**src/rtl/pll_audio_frac_ce.sv**
```systemverilog
// Fractional MCLK/BCLK/LRCLK clock-enable generator with two selectable rate families.
// Rate changes are deferred to a frame boundary; locked drops until a full new-rate frame completes.
module pll_audio_frac_ce #(
  parameter int NUM0           = 768,
  parameter int DEN0           = 3125,
  parameter int NUM1           = 3528,
  parameter int DEN1           = 15625,
  parameter int ACC_W          = 16,
  parameter int MCLK_PER_BCLK  = 4,
  parameter int BCLK_PER_FRAME = 64
) (
  input  logic i_refclk,
  input  logic i_rst,
  input  logic i_rate_sel,
  output logic o_mclk_ce,
  output logic o_bclk_ce,
  output logic o_lrclk,
  output logic o_sample_stb,
  output logic o_rate_active,
  output logic o_locked
);
  localparam int MW = (MCLK_PER_BCLK > 1) ? $clog2(MCLK_PER_BCLK) : 1;
  localparam int BW = $clog2(BCLK_PER_FRAME);
  localparam logic [ACC_W-1:0] N0 = ACC_W'(NUM0);
  localparam logic [ACC_W-1:0] D0 = ACC_W'(DEN0);
  localparam logic [ACC_W-1:0] N1 = ACC_W'(NUM1);
  localparam logic [ACC_W-1:0] D1 = ACC_W'(DEN1);
  localparam logic [MW-1:0] MLAST = MW'(MCLK_PER_BCLK - 1);
  localparam logic [BW-1:0] BLAST = BW'(BCLK_PER_FRAME - 1);
  localparam logic [BW-1:0] BPRE  = BW'(BCLK_PER_FRAME / 2 - 1);

  typedef enum logic [1:0] {S_RUN, S_PEND, S_SETTLE} state_t;

  state_t           r_state;
  logic [ACC_W-1:0] r_acc;
  logic [MW-1:0]    r_mcnt;
  logic [BW-1:0]    r_bcnt;
  logic             r_mclk_ce, r_bclk_ce, r_lrclk, r_stb;
  logic             r_rate_active, r_locked, r_sel;

  logic [ACC_W-1:0] w_num, w_den, w_sum;
  logic             w_carry, w_bclk, w_stb, w_half, w_mism, w_switch;

  // acc + NUM < 2*DEN <= 2^ACC_W, so the sum never overflows ACC_W bits
  assign w_num    = r_rate_active ? N1 : N0;
  assign w_den    = r_rate_active ? D1 : D0;
  assign w_sum    = r_acc + w_num;
  assign w_carry  = (w_sum >= w_den);
  assign w_bclk   = w_carry && (r_mcnt == MLAST);
  assign w_stb    = w_bclk && (r_bcnt == BLAST);
  assign w_half   = w_bclk && (r_bcnt == BPRE);
  assign w_mism   = (r_sel != r_rate_active);
  assign w_switch = (r_state == S_PEND) && w_mism && w_stb;

  always_ff @(posedge i_refclk) begin
    if (i_rst) begin
      r_acc     <= '0;
      r_mcnt    <= '0;
      r_bcnt    <= '0;
      r_mclk_ce <= 1'b0;
      r_bclk_ce <= 1'b0;
      r_lrclk   <= 1'b0;
      r_stb     <= 1'b0;
    end else begin
      r_mclk_ce <= w_carry;
      r_bclk_ce <= w_bclk;
      r_stb     <= w_stb;
      if (w_switch)     r_acc <= '0;
      else if (w_carry) r_acc <= w_sum - w_den;
      else              r_acc <= w_sum;
      if (w_carry) r_mcnt <= (r_mcnt == MLAST) ? '0 : r_mcnt + MW'(1);
      if (w_bclk)  r_bcnt <= (r_bcnt == BLAST) ? '0 : r_bcnt + BW'(1);
      if (w_stb)       r_lrclk <= 1'b0;
      else if (w_half) r_lrclk <= 1'b1;
    end
  end

  // The switching strobe is still reported with the old locked value; the drop lands one cycle later.
  always_ff @(posedge i_refclk) begin
    if (i_rst) begin
      r_state       <= S_SETTLE;
      r_locked      <= 1'b0;
      r_rate_active <= i_rate_sel;
      r_sel         <= i_rate_sel;
    end else begin
      r_sel <= i_rate_sel;
      case (r_state)
        S_RUN: if (w_mism) r_state <= S_PEND;
        S_PEND: begin
          // a revert out of an unlocked PEND must still wait out a full frame
          if (!w_mism)    r_state <= r_locked ? S_RUN : S_SETTLE;
          else if (w_stb) begin
            r_rate_active <= r_sel;
            r_state       <= S_SETTLE;
          end
        end
        S_SETTLE: begin
          if (w_mism) begin
            r_state  <= S_PEND;
            r_locked <= 1'b0;
          end else if (w_stb) begin
            r_locked <= 1'b1;
            r_state  <= S_RUN;
          end else begin
            r_locked <= 1'b0;
          end
        end
        default: r_state <= S_SETTLE;
      endcase
    end
  end

  assign o_mclk_ce     = r_mclk_ce;
  assign o_bclk_ce     = r_bclk_ce;
  assign o_lrclk       = r_lrclk;
  assign o_sample_stb  = r_stb;
  assign o_rate_active = r_rate_active;
  assign o_locked      = r_locked;
endmodule

```
**config.mk**
```make
export PLATFORM = sky130hd
export DESIGN_NAME = pll_audio_frac_ce
export DESIGN_NICKNAME = d
export VERILOG_FILES = /design/src/rtl/pll_audio_frac_ce.sv
export SDC_FILE = /design/constraint.sdc
export NUM_CORES = 1
export LEC_CHECK = 0
export ABC_CLOCK_PERIOD_IN_PS = 9100
export BUFFER_PORTS_ARGS = -buffer_cell sky130_fd_sc_hd__buf_2
export CORE_MARGIN = 5
export CORE_UTILIZATION = 41
export DETAILED_ROUTE_END_ITERATION = 8
export GPL_TIMING_DRIVEN = 0
export PLACE_DENSITY = 0.56
export SYNTH_ARGS = -nofsm -noshare
export SYNTH_HDL_FRONTEND = slang
export SYNTH_SLANG_ARGS = --single-unit
```
**constraint.sdc**
```tcl
create_clock -name i_refclk -period 9.1 [get_ports i_refclk]
set_clock_uncertainty 0.2 [all_clocks]
set_input_delay 0.455 -clock i_refclk [delete_from_list [all_inputs] [get_ports i_refclk]]
set_output_delay 0.455 -clock i_refclk [all_outputs]
set_load 0.005 [all_outputs]
```
; Word level (Yosys, flattened, before mapping)
; Index checks and enable logic that the tools add are counted.
[word_totals]
ff_bits = 33
in_bits = 3
out_inout_bits = 6
word_cells = 56
[classes]
add_sub_neg = 4
n_lt_le_gt_ge = 1
eq_ne = 9
muxes = 18
reduce_logical = 13
[op_table]
columns = cell, count
row1 = adder 16 x 12 -> 16 bit, 1
row2 = greater-or-equal comparator 16 x 14 -> 1 bit, 1
row3 = two-way mux 16 bit, 1
row4 = subtractor 16 x 14 -> 16 bit, 1
row5 = two-way mux 14 bit, 1
row6 = two-way mux 2 bit, 7
row7 = two-way mux 12 bit, 1
row8 = "adder 6 x 1 -> 6 bit, second input constant", 1
row9 = "equality test 6 x 5 -> 1 bit, second input constant", 1
row10 = "equality test 6 bit, second input constant", 1
row11 = two-way mux 1 bit, 6
row12 = two-way mux 6 bit, 1
row13 = "inequality test 3 bit, second input constant", 2
row14 = one-hot mux 2 bit (3 select lines), 1
row15 = AND reduction 3 bit, 2
row16 = nonzero test 2 bit, 3
row17 = logical AND 1 bit, 5
row18 = "equality test 2 bit, second input constant", 2
row19 = OR reduction 2 bit, 2
row20 = "adder 2 x 1 -> 2 bit, second input constant", 1
row21 = "equality test 2 x 1 -> 1 bit, second input constant", 1
row22 = zero test 2 bit, 1
row23 = "inequality test 2 bit, second input constant", 1
row24 = inequality test 1 bit, 1

; Longest topological paths before layout
[logic_depth]
word_depth = 9
mapped_depth = 17
mapped_depth_nobuf = 14

; Worst setup path before layout
; OpenSTA, ideal clock, no wires.
[synth_path]
path_kind = register to register
from = reg r_rate_active (netlist: o_rate_active)
to = reg r_rate_active (netlist: o_rate_active), enable pin
setup_time_ns = 0.253
arrival_ns = 3.361
required_time_ns = 8.647
path_slack_ns = 5.285
stages_incl_launch_ff = 16
path_buffers = 3
synth_period_minus_slack_ns = 3.815
path_cell_list = edfxtp_1 -> inv_1 -> ha_1 -> clkbuf_1 -> and3_1 -> o21ai_2 -> a21boi_0 -> xor2_1 -> ha_1 -> a21oi_1 -> and3_1 -> o211ai_4 -> nand2_2 -> buf_6 -> o21bai_4 -> buf_2
[synth_via]
elab_chain_cells = 7
elab_cells_between_ends = 10
classes_between = add/sub: 1 / order compare: 1 / eq/ne: 1 / mux: 2 / reduce/logical: 5
[synth_rtl]
columns = item, line
row1 = "start, declared", 39  ; logic r_rate_active, r_locked, r_sel;
row2 = "start signal, assigned", 83  ; r_rate_active <= i_rate_sel;
row3 = "start signal, assigned", 93  ; r_rate_active <= r_sel;
row4 = two-way mux 12 bit, 45  ; assign w_num = r_rate_active ? N1 : N0;
row5 = adder 16 x 12 -> 16 bit, 47  ; assign w_sum = r_acc + w_num;
row6 = greater-or-equal comparator 16 x 14 -> 1 bit, 48  ; assign w_carry = (w_sum >= w_den);
row7 = logical AND 1 bit, 49  ; assign w_bclk = w_carry && (r_mcnt == MLAST);
row8 = logical AND 1 bit, 50  ; assign w_stb = w_bclk && (r_bcnt == BLAST);
row9 = nonzero test 2 bit (no line), n/a
row10 = AND reduction 3 bit (no line) (*), n/a
; Mark *: on every way between the ends. The rest lies on a longest branch, timed or not.
; A chain may end at the register's enable or synchronous reset.

; Worst setup path after layout
; Same ends and word-level chain as after synthesis.

==> results.yml <==
sta:
  final_max_slew_viol_count: 0
  slew_headroom: 0.581
  fmax_ghz: 0.215
  tns_ns: 0
  hold_viol: 0
  min_period_ns: 4.64
  timing.final.ws_setup_ns: 4.46
  rsz0062_at_grt: "no"
  setup_violations: 0
  tightest_slew_ns: 0.628
  period_share: 0.510
placement:
  gp_congestion: 0.763
  dp_cells: 346
  pre_cts_ws_ns: 4.44
  hpwl_um: 3510
  placed_area_um2: 2440
  portBuffers: 7
routing:
  ant_nets: 0
  viasPerCell: 5.31
  avgRoutedWirePerCell_um: 13.4
  vias: 1879
  drt_wl_total_um: 4750
  dr.pass1.iters: 4
  drt-initial-drc-count: 69
  drc: 0
floorplan:
  num_io_pins: 9
  core_area_um2: 5510
  dieWidth_um: 85.1
  dieHeight_um: 85.1
  rows: 27
  die_area_um2: 7240
  start_util: 0.420
yosys:
  yosysMostFrequentCell: "nor2_1"
  yosysSeqAreaShare: 0.290
  ys_ff_latch: 33
  yosys_warnings: 0
  syn_inst: 267
  synth.largest_area_cell: "dfxtp_1"
  synth_edf_count: 1
  synth_top_area_share: 0.277
  mappedNetlistArea_um2: 2310
  syn-num-nets: 288
  synth_area_leaders: "dfxtp_1, ha_1, nor2_1"
  synth_ff_type: "dfxtp_1"
  yosys-top-cells-count: "nor2_1, dfxtp_1, ha_1, a21oi_1, nand2_1"
  synthArstFlopShare: 0
  synth.distinct_cells: 57
  syn_area_per_cell_um2: 8.66
power:
  p_leak_nw: 1.04
  irDropWorstVdd_uv: 159
  power_density_nw_per_um2: 361
min_path:
  hold_depth: 1
  hold_start: "i_rate_sel"
  whs_endpoint: "r_sel$_DFF_P_"
  hp-class: "in2reg"
clocking:
  cts_tree: "yes"
  cts_hold_buf: 0
  cts_setup_buffers: 0
  cts-root-buf: "clkbuf_8"
  htree_levels: 2
  clkTransAtPathRegs_ns: 0.06
  cts_resized: 0
  clk_latency_ns: 0.28
  cts.sinks: 33
  clockBufferDepth: 2
  cts_buffers: 5
finish:
  finalNonFillerCells: 354
  n_fill_cell: 550
  n_antenna_cell: 0
  syn_to_final_growth_pct: 9.79
  final_cell_area_um2: 2540
  final_nets: 302
  layout-drive-gt1-share: 0.113
critical_path:
  rr_startpoint: "o_rate_active$_DFFE_PP_"
  crit_top_cell: "ha_1"
  startpoint_type: "register"
  endpoint_kind: "register"
  path_cells: "inv_1 -> ha_1 -> clkbuf_1 -> and3_1 -> o21ai_2 -> a21boi_0 -> xor2_1 -> ha_1 -> nand4_4 -> o211ai_4 -> nand2_2 -> buf_6 -> o21bai_4 -> buf_2"
  worst-setup-path-type: "reg2reg"
  crit_start: "o_rate_active$_DFFE_PP_"
  reg2reg_slack_ns: 4.46
  reg2regPathDepth: 14
  max_stage_delay_ns: 0.75
  worst_ep_arrival_time_ns: 4.41
  r2r-end: "o_rate_active$_DFFE_PP_"
  cp_slowest_cell: "edfxtp_1"
  crit_fanout: 14
  required_ns: 8.87
global_route:
  grt_usage: 0.138
  antenna_found_initial: 0
  grt_pass1_wl_um: 8130
  grt_max_degree: 15
  grt_pass1_vias: 1728
  grt-ovfl-total: 0
status:
  status: "complete, no violations"
flow_run:
  drv_cap: 0
[per-stage QoR]
stage	power, W	hold slack [ns]	utilization
2_1_floorplan	0.000693	0.253	-
3_3_place_gp	0.000799	0.264	0.443
3_5_place_dp	0.000799	0.272	0.443
4_1_cts	0.000927	0.0731	0.461
5_1_grt	0.00100	0.0717	0.461
6_report	0.000917	0.0861	0.461
[worst max-delay path by stage]
| stage | endpoint |
|---|---|
| after global routing | o_rate_active$_DFFE_PP_ |
| after CTS | o_rate_active$_DFFE_PP_ |
| after floorplan | o_rate_active$_DFFE_PP_ |
| after global placement | o_rate_active$_DFFE_PP_ |
| after detailed placement | o_rate_active$_DFFE_PP_ |
| final | o_rate_active$_DFFE_PP_ |
[placed cells by master, fill, tap and decap left out, types with 3 or more instances in the layout]
master    netlist  final
nand2_1        13     13
buf_6           3      3
a21oi_1        15     15
buf_2           2      9
mux2i_1         7      7
inv_1           7      7
xnor2_1        12     12
nor2b_1         5      5
xor2_1         11     11
or3_1           6      6
a211oi_1        4      4
nand4_1         4      4
o21ai_0        12     12
nor2_1         37     37
and2_1          4      4
dfxtp_1        32     32
clkbuf_1        6      6
clkbuf_8        0      7
ha_1           18     18
and3_1          4      4
a21o_1          4      4
nor3_1          6      6
o21a_1          4      4
a31oi_1         3      3
nand3_1         8      8
[sequential cells by signal, summed over array words and instances, names as in the netlist]
signal and count:
r_mcnt 2, r_bcnt 6, o_locked 1, r_state 2, o_lrclk 1, o_bclk_ce 1, o_rate_active 1, r_sel 1
r_acc 16, o_mclk_ce 1, o_sample_stb 1
[critical path: cells and delay by family, from the launching register on]
| kind | cells | cell delay [ns] |
|---|---|---|
| AND/OR/NAND/NOR | 3 | 0.50 |
| AO/OA/AOI/OAI | 4 | 0.90 |
| adder cells (fa/ha/maj) | 2 | 0.73 |
| flip-flops | 1 | 0.75 |
| buffers and inverters | 4 | 1.08 |
| XOR/XNOR | 1 | 0.14 |
[cell type report]
cell class                 count  area (µm²)  share of cell area
tap                           72        90.1              0.0355
multi-input combinational    216        1550               0.610
clock inverter                 1        5.00             0.00197
inverter                       7        26.3              0.0103
sequential                    33         671               0.264
buffer                        11        66.3              0.0261
timing repair buffer           7        35.0              0.0138
clock buffer                   7        96.3              0.0379
[kinds of logic (layout without fill, tap and decap cells)]
kind of cell | count (synthesis) | after routing | synth area share
multiplexers | 8 | 8 | 0.0352
XOR/XNOR | 23 | 23 | 0.0871
adder cells (fa/ha/maj) | 18 | 18 | 0.0974
buffers and inverters | 18 | 33 | 0.0400
AO/OA/AOI/OAI | 68 | 68 | 0.229
AND/OR/NAND/NOR | 99 | 99 | 0.221
flip-flops | 33 | 33 | 0.290
[per-layer routing]
| metal | track usage | part of all wire | vias up |
|---|---|---|---|
| met3 | 0.0311 | 0.027 | 6 |
| met5 | 0 | 0 | - |
| li1 | - | - | 999 |
| met1 | 0.187 | 0.51 | 856 |
| met4 | 0.0475 | 0.015 | 0 |
| met2 | 0.216 | 0.44 | 18 |
[power breakdown]
group	internal [W]	switching, W
sequential	0.000183	0.0000275
clock	0.0000683	0.0000525
combinational	0.000252	0.000334
total	0.000504	0.000414
Power figures use the tool's default switching activity.
